--- src/rtl/qtu_pkg.sv ---
// -----------------------------------------------------------------------------
// qtu_pkg
// Shared definitions for the EER-RL neighbour/Q-table updater:
//   - default field width (ID / hops / energy / Q, unsigned Q2.14 for Q and E)
//   - packet-type codes as decoded upstream
//   - FSM state encodings for the top-level updater and the CH-list helper
//   - Q2.14 reference constants
// -----------------------------------------------------------------------------
package qtu_pkg;

  localparam int QTU_WORD_WIDTH = 16;

  // Packet types; only PKT_INVALID is rejected by the updater.
  localparam logic [2:0] PKT_INVALID = 3'b000;
  localparam logic [2:0] PKT_HELLO   = 3'b001;
  localparam logic [2:0] PKT_CH_ADV  = 3'b010;
  localparam logic [2:0] PKT_JOIN    = 3'b011;
  localparam logic [2:0] PKT_ACK     = 3'b100;
  localparam logic [2:0] PKT_DATA    = 3'b101;

  // Q2.14 reference points.
  localparam logic [15:0] Q_ZERO = 16'h0000;
  localparam logic [15:0] Q_HALF = 16'h2000;
  localparam logic [15:0] Q_ONE  = 16'h4000;
  localparam logic [15:0] Q_MAX  = 16'hFFFF;

  typedef enum logic [2:0] {
    IDLE,
    NSRCH,
    NWR,
    RESCAN,
    CSRCH,
    CWR,
    DONE
  } qtu_state_e;

  typedef enum logic [1:0] {
    CH_IDLE,
    CH_SRCH,
    CH_WR
  } ch_state_e;

endpackage

--- src/rtl/qtable_update_param_if.sv ---
// -----------------------------------------------------------------------------
// qtable_update_param_if
// Bundles the packet-field inputs, table read port and status outputs of the
// Q-table updater.
//   master : packet decoder / routing side (drives en, f*, rd_idx)
//   slave  : the updater (drives rd_*, counts, best_*, busy/done/drop, fulls)
// -----------------------------------------------------------------------------
interface qtable_update_param_if
  import qtu_pkg::*;
#(
  parameter int WORD_WIDTH = QTU_WORD_WIDTH,
  parameter int IDX_W      = 5,
  parameter int CIDX_W     = 4
);

  logic                  en;
  logic [WORD_WIDTH-1:0] myNodeID;
  logic [WORD_WIDTH-1:0] fSourceID;
  logic [WORD_WIDTH-1:0] fSourceHops;
  logic [WORD_WIDTH-1:0] fClusterID;
  logic [WORD_WIDTH-1:0] fEnergyLeft;
  logic [WORD_WIDTH-1:0] fQValue;
  logic [WORD_WIDTH-1:0] fKnownCH;
  logic [2:0]            fPacketType;
  logic [IDX_W-1:0]      rd_idx;

  logic [WORD_WIDTH-1:0] rd_id;
  logic [WORD_WIDTH-1:0] rd_hops;
  logic [WORD_WIDTH-1:0] rd_cid;
  logic [WORD_WIDTH-1:0] rd_energy;
  logic [WORD_WIDTH-1:0] rd_q;
  logic [IDX_W-1:0]      neighborCount;
  logic [CIDX_W-1:0]     knownCHCount;
  logic [IDX_W-1:0]      best_idx;
  logic [WORD_WIDTH-1:0] best_q;
  logic                  best_valid;
  logic                  busy;
  logic                  done;
  logic                  drop;
  logic                  table_full;
  logic                  ch_full;

  modport master (
    output en, myNodeID, fSourceID, fSourceHops, fClusterID, fEnergyLeft,
           fQValue, fKnownCH, fPacketType, rd_idx,
    input  rd_id, rd_hops, rd_cid, rd_energy, rd_q, neighborCount,
           knownCHCount, best_idx, best_q, best_valid, busy, done, drop,
           table_full, ch_full
  );

  modport slave (
    input  en, myNodeID, fSourceID, fSourceHops, fClusterID, fEnergyLeft,
           fQValue, fKnownCH, fPacketType, rd_idx,
    output rd_id, rd_hops, rd_cid, rd_energy, rd_q, neighborCount,
           knownCHCount, best_idx, best_q, best_valid, busy, done, drop,
           table_full, ch_full
  );

endinterface

--- src/rtl/qtu_ch_list.sv ---
// -----------------------------------------------------------------------------
// qtu_ch_list
// De-duplicating list of known cluster heads.
// A start_i pulse captures key_i; the list is then scanned one entry per cycle
// (one cycle if empty). srch_last_o marks the final search cycle, after which
// one write cycle (done_o=1) appends the key if it was absent and the list is
// not full. A miss on a full list is discarded silently.
//   clk, nrst   clock, synchronous active-high reset
//   start_i     begin a lookup/append of key_i
//   key_i       CH ID to record
//   srch_last_o last search cycle (comb)
//   done_o      write cycle (comb)
//   count_o     valid entries; full_o count_o == MAX_CH
// -----------------------------------------------------------------------------
module qtu_ch_list
  import qtu_pkg::*;
#(
  parameter int WORD_WIDTH = QTU_WORD_WIDTH,
  parameter int MAX_CH     = 8,
  parameter int CIDX_W     = $clog2(MAX_CH + 1)
) (
  input  logic                  clk,
  input  logic                  nrst,
  input  logic                  start_i,
  input  logic [WORD_WIDTH-1:0] key_i,
  output logic                  srch_last_o,
  output logic                  done_o,
  output logic [CIDX_W-1:0]     count_o,
  output logic                  full_o
);

  localparam int CAW = $clog2(MAX_CH);

  ch_state_e             state_q, state_d;
  logic [WORD_WIDTH-1:0] list_q [MAX_CH];
  logic [WORD_WIDTH-1:0] key_q;
  logic [CIDX_W-1:0]     count_q;
  logic [CIDX_W-1:0]     scan_q;
  logic                  hit_q;
  logic                  cur_hit;

  assign full_o  = (count_q == CIDX_W'(MAX_CH));
  assign count_o = count_q;
  assign cur_hit = (count_q != '0) && (list_q[scan_q[CAW-1:0]] == key_q);

  assign srch_last_o = (state_q == CH_SRCH) &&
                       (count_q == '0 || cur_hit || scan_q == count_q - CIDX_W'(1));
  assign done_o      = (state_q == CH_WR);

  always_comb begin
    state_d = state_q;
    unique case (state_q)
      CH_IDLE: if (start_i)     state_d = CH_SRCH;
      CH_SRCH: if (srch_last_o) state_d = CH_WR;
      CH_WR:                    state_d = CH_IDLE;
      default:                  state_d = CH_IDLE;
    endcase
  end

  always_ff @(posedge clk) begin
    if (nrst) begin
      state_q <= CH_IDLE;
      key_q   <= '0;
      count_q <= '0;
      scan_q  <= '0;
      hit_q   <= 1'b0;
      for (int i = 0; i < MAX_CH; i++) list_q[i] <= '0;
    end else begin
      state_q <= state_d;
      unique case (state_q)
        CH_IDLE: begin
          if (start_i) begin
            key_q  <= key_i;
            scan_q <= '0;
            hit_q  <= 1'b0;
          end
        end
        CH_SRCH: begin
          if (srch_last_o) hit_q  <= cur_hit;
          else             scan_q <= scan_q + CIDX_W'(1);
        end
        CH_WR: begin
          if (!hit_q && !full_o) begin
            list_q[count_q[CAW-1:0]] <= key_q;
            count_q                  <= count_q + CIDX_W'(1);
          end
        end
        default: ;
      endcase
    end
  end

endmodule

--- src/rtl/qtable_update_param.sv ---
// -----------------------------------------------------------------------------
// qtable_update_param
// Neighbour / Q-table updater for an EER-RL node. Per accepted packet it
// searches the neighbour table by source ID, overwrites a hit or appends a new
// entry, keeps the max-Q entry (best_*) current, and records the advertised
// cluster head in a de-duplicated CH list.
//   clk          clock
//   nrst         synchronous reset, active HIGH
//   bus (slave)  en + packet fields in; async table read (rd_idx -> rd_*);
//                counts, best_*, busy/done/drop pulses, full flags out
// Sequence: IDLE -> NSRCH -> NWR -> [RESCAN] -> [CSRCH -> CWR] -> DONE.
// Rejected packets go IDLE -> DONE with no writes.
// -----------------------------------------------------------------------------
module qtable_update_param
  import qtu_pkg::*;
#(
  parameter int WORD_WIDTH    = QTU_WORD_WIDTH,
  parameter int MAX_NEIGHBORS = 16,
  parameter int MAX_CH        = 8,
  parameter int IDX_W         = $clog2(MAX_NEIGHBORS + 1),
  parameter int CIDX_W        = $clog2(MAX_CH + 1)
) (
  input logic                  clk,
  input logic                  nrst,
  qtable_update_param_if.slave bus
);

  localparam int AW = $clog2(MAX_NEIGHBORS);

  typedef struct packed {
    logic [WORD_WIDTH-1:0] id;
    logic [WORD_WIDTH-1:0] hops;
    logic [WORD_WIDTH-1:0] cid;
    logic [WORD_WIDTH-1:0] energy;
    logic [WORD_WIDTH-1:0] q;
  } entry_t;

  typedef struct packed {
    logic [WORD_WIDTH-1:0] src;
    logic [WORD_WIDTH-1:0] hops;
    logic [WORD_WIDTH-1:0] cid;
    logic [WORD_WIDTH-1:0] energy;
    logic [WORD_WIDTH-1:0] q;
    logic [WORD_WIDTH-1:0] kch;
  } pkt_t;

  qtu_state_e            state_q, state_d;
  entry_t                tbl_q [MAX_NEIGHBORS];
  pkt_t                  pkt_q;
  logic [IDX_W-1:0]      count_q;
  logic [IDX_W-1:0]      scan_q;
  logic                  hit_q;
  logic [IDX_W-1:0]      hit_idx_q;
  logic                  drop_q;      // drop decided in NWR, shown with done
  logic                  busy_q;
  logic                  done_q;
  logic                  drop_o_q;
  logic [IDX_W-1:0]      best_idx_q;
  logic [WORD_WIDTH-1:0] best_q_q;
  logic                  best_valid_q;

  logic                  reject;
  logic                  tbl_full;
  logic                  srch_hit;
  logic                  srch_last;
  logic                  rescan_last;
  logic                  need_rescan;
  logic [IDX_W-1:0]      wr_idx;
  logic                  ch_start;
  logic                  ch_srch_last;
  logic                  ch_done;
  logic [CIDX_W-1:0]     ch_count;
  logic                  ch_full;
  entry_t                rd_entry;
  entry_t                scan_entry;

  assign reject   = (bus.fPacketType == PKT_INVALID) || (bus.fSourceID == bus.myNodeID);
  assign tbl_full = (count_q == IDX_W'(MAX_NEIGHBORS));

  assign scan_entry  = tbl_q[scan_q[AW-1:0]];
  assign srch_hit    = (count_q != '0) && (scan_entry.id == pkt_q.src);
  assign srch_last   = (count_q == '0) || srch_hit || (scan_q == count_q - IDX_W'(1));
  assign rescan_last = (scan_q == count_q - IDX_W'(1));

  // Only lowering the current best entry can hide a better one elsewhere.
  assign need_rescan = hit_q && best_valid_q && (hit_idx_q == best_idx_q) &&
                       (pkt_q.q < best_q_q);
  assign wr_idx      = hit_q ? hit_idx_q : count_q;

  // NOTE: every signal driven in always_comb gets a default first, so no path
  // through the case can leave it unassigned and infer a latch.
  always_comb begin
    state_d  = state_q;
    ch_start = 1'b0;
    unique case (state_q)
      IDLE:   if (bus.en) state_d = reject ? DONE : NSRCH;
      NSRCH:  if (srch_last) state_d = NWR;
      NWR: begin
        if (need_rescan) begin
          state_d = RESCAN;
        end else if (pkt_q.kch != '0) begin
          state_d  = CSRCH;
          ch_start = 1'b1;
        end else begin
          state_d = DONE;
        end
      end
      RESCAN: begin
        if (rescan_last) begin
          if (pkt_q.kch != '0) begin
            state_d  = CSRCH;
            ch_start = 1'b1;
          end else begin
            state_d = DONE;
          end
        end
      end
      CSRCH:  if (ch_srch_last) state_d = CWR;
      CWR:    state_d = DONE;
      DONE:   state_d = IDLE;
      default: state_d = IDLE;
    endcase
  end

  // NOTE: all state here updates with non-blocking assignments so every
  // register samples pre-edge values regardless of statement order.
  always_ff @(posedge clk) begin
    if (nrst) begin
      state_q      <= IDLE;
      pkt_q        <= '0;
      count_q      <= '0;
      scan_q       <= '0;
      hit_q        <= 1'b0;
      hit_idx_q    <= '0;
      drop_q       <= 1'b0;
      busy_q       <= 1'b0;
      done_q       <= 1'b0;
      drop_o_q     <= 1'b0;
      best_idx_q   <= '0;
      best_q_q     <= '0;
      best_valid_q <= 1'b0;
      // NOTE: the table is register-based and must read back as zero after
      // reset, so it is cleared here rather than left uninitialised like a RAM.
      for (int i = 0; i < MAX_NEIGHBORS; i++) tbl_q[i] <= '0;
    end else begin
      state_q  <= state_d;
      done_q   <= 1'b0;
      drop_o_q <= 1'b0;
      unique case (state_q)
        IDLE: begin
          if (bus.en) begin
            pkt_q     <= '{src: bus.fSourceID, hops: bus.fSourceHops,
                           cid: bus.fClusterID, energy: bus.fEnergyLeft,
                           q: bus.fQValue, kch: bus.fKnownCH};
            busy_q    <= 1'b1;
            scan_q    <= '0;
            hit_q     <= 1'b0;
            hit_idx_q <= '0;
            drop_q    <= 1'b0;
          end
        end
        NSRCH: begin
          if (srch_hit) begin
            hit_q     <= 1'b1;
            hit_idx_q <= scan_q;
          end else if (!srch_last) begin
            scan_q <= scan_q + IDX_W'(1);
          end
        end
        NWR: begin
          scan_q <= '0;
          if (hit_q || !tbl_full) begin
            tbl_q[wr_idx[AW-1:0]] <= '{id: pkt_q.src, hops: pkt_q.hops,
                                       cid: pkt_q.cid, energy: pkt_q.energy,
                                       q: pkt_q.q};
            if (!hit_q) count_q <= count_q + IDX_W'(1);
            if (!best_valid_q || pkt_q.q > best_q_q) begin
              best_idx_q   <= wr_idx;
              best_q_q     <= pkt_q.q;
              best_valid_q <= 1'b1;
            end else if (hit_q && hit_idx_q == best_idx_q) begin
              // Equal or lower Q on the best entry; a lower value is then
              // corrected by RESCAN.
              best_q_q <= pkt_q.q;
            end
          end else begin
            drop_q <= 1'b1;
          end
        end
        RESCAN: begin
          // Entry 0 seeds the search; strict > keeps the lowest index on ties.
          if (scan_q == '0 || scan_entry.q > best_q_q) begin
            best_idx_q <= scan_q;
            best_q_q   <= scan_entry.q;
          end
          scan_q <= scan_q + IDX_W'(1);
        end
        DONE: begin
          done_q   <= 1'b1;
          drop_o_q <= drop_q;
          busy_q   <= 1'b0;
        end
        default: ;
      endcase
    end
  end

  qtu_ch_list #(
    .WORD_WIDTH (WORD_WIDTH),
    .MAX_CH     (MAX_CH),
    .CIDX_W     (CIDX_W)
  ) u_ch_list (
    .clk         (clk),
    .nrst        (nrst),
    .start_i     (ch_start),
    .key_i       (pkt_q.kch),
    .srch_last_o (ch_srch_last),
    .done_o      (ch_done),
    .count_o     (ch_count),
    .full_o      (ch_full)
  );

  // Asynchronous read port; entries at or beyond the count read as zero.
  always_comb begin
    rd_entry = '0;
    if (bus.rd_idx < count_q) rd_entry = tbl_q[bus.rd_idx[AW-1:0]];
  end

  assign bus.rd_id         = rd_entry.id;
  assign bus.rd_hops       = rd_entry.hops;
  assign bus.rd_cid        = rd_entry.cid;
  assign bus.rd_energy     = rd_entry.energy;
  assign bus.rd_q          = rd_entry.q;
  assign bus.neighborCount = count_q;
  assign bus.knownCHCount  = ch_count;
  assign bus.best_idx      = best_idx_q;
  assign bus.best_q        = best_q_q;
  assign bus.best_valid    = best_valid_q;
  assign bus.busy          = busy_q;
  assign bus.done          = done_q;
  assign bus.drop          = drop_o_q;
  assign bus.table_full    = tbl_full;
  assign bus.ch_full       = ch_full;

  // The CH helper's write cycle is tracked by the CWR state itself.
  logic unused_ch_done;
  assign unused_ch_done = ch_done;

endmodule
--- src/flat_wrapper.sv ---
// flat-port wrapper written by rule: the top's interface ports become plain ports
module qtable_update_param_flat import qtu_pkg::*;
#(
  parameter int WORD_WIDTH    = QTU_WORD_WIDTH,
  parameter int MAX_NEIGHBORS = 16,
  parameter int MAX_CH        = 8,
  parameter int IDX_W         = $clog2(MAX_NEIGHBORS + 1),
  parameter int CIDX_W        = $clog2(MAX_CH + 1)
)
  (clk, nrst, bus_en, bus_myNodeID, bus_fSourceID, bus_fSourceHops, bus_fClusterID, bus_fEnergyLeft, bus_fQValue, bus_fKnownCH, bus_fPacketType, bus_rd_idx, bus_rd_id, bus_rd_hops, bus_rd_cid, bus_rd_energy, bus_rd_q, bus_neighborCount, bus_knownCHCount, bus_best_idx, bus_best_q, bus_best_valid, bus_busy, bus_done, bus_drop, bus_table_full, bus_ch_full);
  qtable_update_param_if #(.WORD_WIDTH(WORD_WIDTH), .IDX_W(IDX_W), .CIDX_W(CIDX_W)) bus_i ();
  input logic clk;
  input logic nrst;
  input wire logic [$bits(bus_i.en)-1:0] bus_en;
  input wire logic [$bits(bus_i.myNodeID)-1:0] bus_myNodeID;
  input wire logic [$bits(bus_i.fSourceID)-1:0] bus_fSourceID;
  input wire logic [$bits(bus_i.fSourceHops)-1:0] bus_fSourceHops;
  input wire logic [$bits(bus_i.fClusterID)-1:0] bus_fClusterID;
  input wire logic [$bits(bus_i.fEnergyLeft)-1:0] bus_fEnergyLeft;
  input wire logic [$bits(bus_i.fQValue)-1:0] bus_fQValue;
  input wire logic [$bits(bus_i.fKnownCH)-1:0] bus_fKnownCH;
  input wire logic [$bits(bus_i.fPacketType)-1:0] bus_fPacketType;
  input wire logic [$bits(bus_i.rd_idx)-1:0] bus_rd_idx;
  output wire logic [$bits(bus_i.rd_id)-1:0] bus_rd_id;
  output wire logic [$bits(bus_i.rd_hops)-1:0] bus_rd_hops;
  output wire logic [$bits(bus_i.rd_cid)-1:0] bus_rd_cid;
  output wire logic [$bits(bus_i.rd_energy)-1:0] bus_rd_energy;
  output wire logic [$bits(bus_i.rd_q)-1:0] bus_rd_q;
  output wire logic [$bits(bus_i.neighborCount)-1:0] bus_neighborCount;
  output wire logic [$bits(bus_i.knownCHCount)-1:0] bus_knownCHCount;
  output wire logic [$bits(bus_i.best_idx)-1:0] bus_best_idx;
  output wire logic [$bits(bus_i.best_q)-1:0] bus_best_q;
  output wire logic [$bits(bus_i.best_valid)-1:0] bus_best_valid;
  output wire logic [$bits(bus_i.busy)-1:0] bus_busy;
  output wire logic [$bits(bus_i.done)-1:0] bus_done;
  output wire logic [$bits(bus_i.drop)-1:0] bus_drop;
  output wire logic [$bits(bus_i.table_full)-1:0] bus_table_full;
  output wire logic [$bits(bus_i.ch_full)-1:0] bus_ch_full;
  assign bus_i.en = bus_en;
  assign bus_i.myNodeID = bus_myNodeID;
  assign bus_i.fSourceID = bus_fSourceID;
  assign bus_i.fSourceHops = bus_fSourceHops;
  assign bus_i.fClusterID = bus_fClusterID;
  assign bus_i.fEnergyLeft = bus_fEnergyLeft;
  assign bus_i.fQValue = bus_fQValue;
  assign bus_i.fKnownCH = bus_fKnownCH;
  assign bus_i.fPacketType = bus_fPacketType;
  assign bus_i.rd_idx = bus_rd_idx;
  assign bus_rd_id = bus_i.rd_id;
  assign bus_rd_hops = bus_i.rd_hops;
  assign bus_rd_cid = bus_i.rd_cid;
  assign bus_rd_energy = bus_i.rd_energy;
  assign bus_rd_q = bus_i.rd_q;
  assign bus_neighborCount = bus_i.neighborCount;
  assign bus_knownCHCount = bus_i.knownCHCount;
  assign bus_best_idx = bus_i.best_idx;
  assign bus_best_q = bus_i.best_q;
  assign bus_best_valid = bus_i.best_valid;
  assign bus_busy = bus_i.busy;
  assign bus_done = bus_i.done;
  assign bus_drop = bus_i.drop;
  assign bus_table_full = bus_i.table_full;
  assign bus_ch_full = bus_i.ch_full;
  qtable_update_param #(.WORD_WIDTH(WORD_WIDTH), .MAX_NEIGHBORS(MAX_NEIGHBORS), .MAX_CH(MAX_CH), .IDX_W(IDX_W), .CIDX_W(CIDX_W)) u_core (.clk(clk), .nrst(nrst), .bus(bus_i));
endmodule
--- config.mk ---
export PLATFORM = sky130hd
export DESIGN_NAME = qtable_update_param_flat
export DESIGN_NICKNAME = d
export VERILOG_FILES = /design/src/rtl/qtu_pkg.sv /design/src/rtl/qtable_update_param_if.sv /design/src/rtl/qtu_ch_list.sv /design/src/rtl/qtable_update_param.sv /design/src/flat_wrapper.sv
export SDC_FILE = /design/constraint.sdc
export NUM_CORES = 2
export LEC_CHECK = 0
export CAP_MARGIN = 20
export CORE_MARGIN = 1
export CORE_UTILIZATION = 62
export DETAILED_ROUTE_END_ITERATION = 6
export GPL_TIMING_DRIVEN = 1
export PLACE_DENSITY_LB_ADDON = 0.08
export SYNTH_ARGS = -nofsm -noshare
export SYNTH_HDL_FRONTEND = slang
export SYNTH_HIERARCHICAL = 1
export SYNTH_SLANG_ARGS = --single-unit
--- constraint.sdc ---
create_clock -name clk -period 9.8 [get_ports clk]
set_clock_uncertainty 0.15 [all_clocks]
set_input_delay 1.96 -clock clk [delete_from_list [all_inputs] [get_ports clk]]
set_output_delay 1.96 -clock clk [all_outputs]
set_load 0.005 [all_outputs]
==> results.toml <==
[run_status]
status = "finished, final reports clean"

[global_routing]
grt_pass1_vias = 45500
grt_usage_pct = 34.9
overflow = 0
grt_pass1_wl_mm = 308
antenna_found_initial = 6
grt_start_max_net_pins = 112

[route]
wire_per_inst_um = 31.0
firstDrtPassIters = 6
via_count = 45600
drc = 0
detail-route-antenna-nets = 0
wl_mm = 213
vias_per_cell = 6.63
drtIter0Drc = 5910

[clock_tree]
cts_buffer_depth = 3
post_cts_resized = 0
numCtsBuffers = 163
clkTransAtPathRegs_ns = 0.06
h-tree-depth = 4
cts_setup_buffers = 0
clock-sinks = 1583
ctsHoldBuffers = 0
cts-root-buf = "clkbuf_16"
clock_latency_ns = 0.77
cts_tree = "done"

[sta]
grt_setup_unrepaired = "false"
fmax_mhz = 135
slew-limit-headroom_pct = 21.5
tightest_slew_ns = 1.18
setup_viol = 0
period_minus_slack_ns = 7.43
final.setup.tns_ns = 0
finalHoldViolCount = 0
slew_viol_final = 0
timing.final.crit_share_pct = 75.8

[worst_hold_path]
whs_path_depth = 2
holdPathEnd = "u_core/drop_q"
worstHoldStart = "u_core/drop_q"
hold_class = "reg -> reg"

[logic_synthesis]
synth_cells = 5088
synth_nets = 5256
syn_area_mm2 = 0.0757
yosysWarnings = 6
syn_area_per_cell_um2 = 14.9

[critical_path]
worstPathMaxFanout = 62
critPathKind = "in -> out"
crit_path_start_kind = "primary input"
reg2reg_depth = 13
arrival_ns = 5.32
crit_required_ns = 7.69
ff2ff_setup_slack_ns = 4.19
worst_setup_path_end_kind = "output pin"
r2r_end = "u_core/bus.best_q[15]"

[layout]
drive_gt1_share_pct = 18.6
synthToLayoutAreaGrowth_pct = 12.3
fin_nets = 5298
fin_util_pct = 70.6
num-fill-cells = 7942

[floorplanning]
core_area_mm2 = 0.120
die_w_um = 351
io_pins = 239
rows = 127
fp.dieH_um = 351
die-area_mm2 = 0.123
start_util_pct = 62.8

[placed_design]
dp_hpwl_mm = 113
port_buffers = 238
globalplace.congestion = 0.844

[pwr]
ir_drop_v = 0.000149
p_leak_nw = 30.0
power.total_mw = 16.3
p_per_area_mw_per_mm2 = 191

[job]
cap_viol_max_count = 0
-- cell usage in the layout (no fill, tap or decap), types with 45 or more instances in the layout --
cell	n
clkdlybuf4s50_1	233
nor2_1	45
mux2i_1	83
nor2b_1	88
dfxtp_1	171
xnor2_1	62
buf_4	89
ha_1	45
clkbuf_16	167
edfxtp_1	1408
nand2_1	264
mux4_2	560
and2_1	1397
a21oi_1	161
-- routing by layer --
metal	share of wire [%]	track usage [%]
met5	0.011	0
met4	3.3	12.0
met3	11	6.80
met2	48	56.5
met1	37	47.9
-- critical path: stages --
cell and delay [ns]:
buf_8 0.45, ha_1 0.34, o21ai_0 0.09, nand2b_1 0.09, a21oi_1 0.16, nor2b_1 0.06, o21ai_0 0.34, nand2b_4 0.43
buf_4 0.45, nor2b_1 0.33, clkdlybuf4s50_1 0.56
-- power breakdown --
part	switching [mW]	internal, mW
Combinational	1.11	0.818
Sequential	0.409	7.66
Clock	2.60	3.67
-- worst max-delay path by stage --
| stage | slack (ns) | cells after the start | start | endpoint |
|---|---|---|---|---|
| finish | 2.37 | 11 | bus_rd_idx[1] | bus_rd_id[12] |
| global route | 2.26 | 11 | bus_rd_idx[1] | bus_rd_id[10] |
| CTS | 2.37 | 11 | bus_rd_idx[1] | bus_rd_id[12] |
| detailed placement | 2.37 | 11 | bus_rd_idx[1] | bus_rd_id[12] |
| global placement | 2.38 | 11 | bus_rd_idx[1] | bus_rd_id[10] |
| floorplan | 0.90 | 4 | nrst | u_core/tbl_q[11][0] |
-- sequential cells by signal (all words and copies together) (netlist names), named ones only --
| register | count |
|---|---|
| u_core/u_ch_list/scan_q | 4 |
| u_core/u_ch_list/count_o | 4 |
| u_core/bus.neighborCount | 5 |
| u_core/state_q | 3 |
| u_core/bus.busy | 1 |
| u_core/bus.drop | 1 |
| u_core/bus.best_valid | 1 |
| u_core/u_ch_list/key_q | 16 |
| u_core/u_ch_list/hit_q | 1 |
| u_core/drop_q | 1 |
| u_core/tbl_q | 1280 |
| u_core/bus.best_q | 16 |
| u_core/hit_idx_q | 5 |
| u_core/pkt_q | 96 |
| u_core/scan_q | 5 |
| u_core/bus.best_idx | 5 |
| u_core/u_ch_list/state_q | 2 |
| u_core/hit_q | 1 |
| u_core/bus.done | 1 |
| u_core/u_ch_list/list_q | 128 |
-- cell type report --
type                    count  area [um2]  area share, %
flip-flops and latches   1583       45800           53.9
diodes                      5        12.5         0.0147
clock buffers             232        4640           5.46
clock inverters            70         768          0.904
well taps                1612        2020           2.37
repair buffers            343        3380           3.98
multi-input cells        3003       28300           33.3
inverters                  36         135          0.159
-- per-stage QoR --
stage	hold WS (ns)	cells	area (um2)	setup slack, ns
2_1_floorplan	0.280	5088	75700	0.901
3_3_place_gp	0.309	6572	79500	2.38
3_5_place_dp	0.321	6574	79600	2.37
4_1_cts	0.330	6876	85000	2.37
5_1_grt	0.358	6879	85000	2.26
6_report	0.330	6884	85000	2.37
Note: power is estimated with default switching activity, not from simulation.
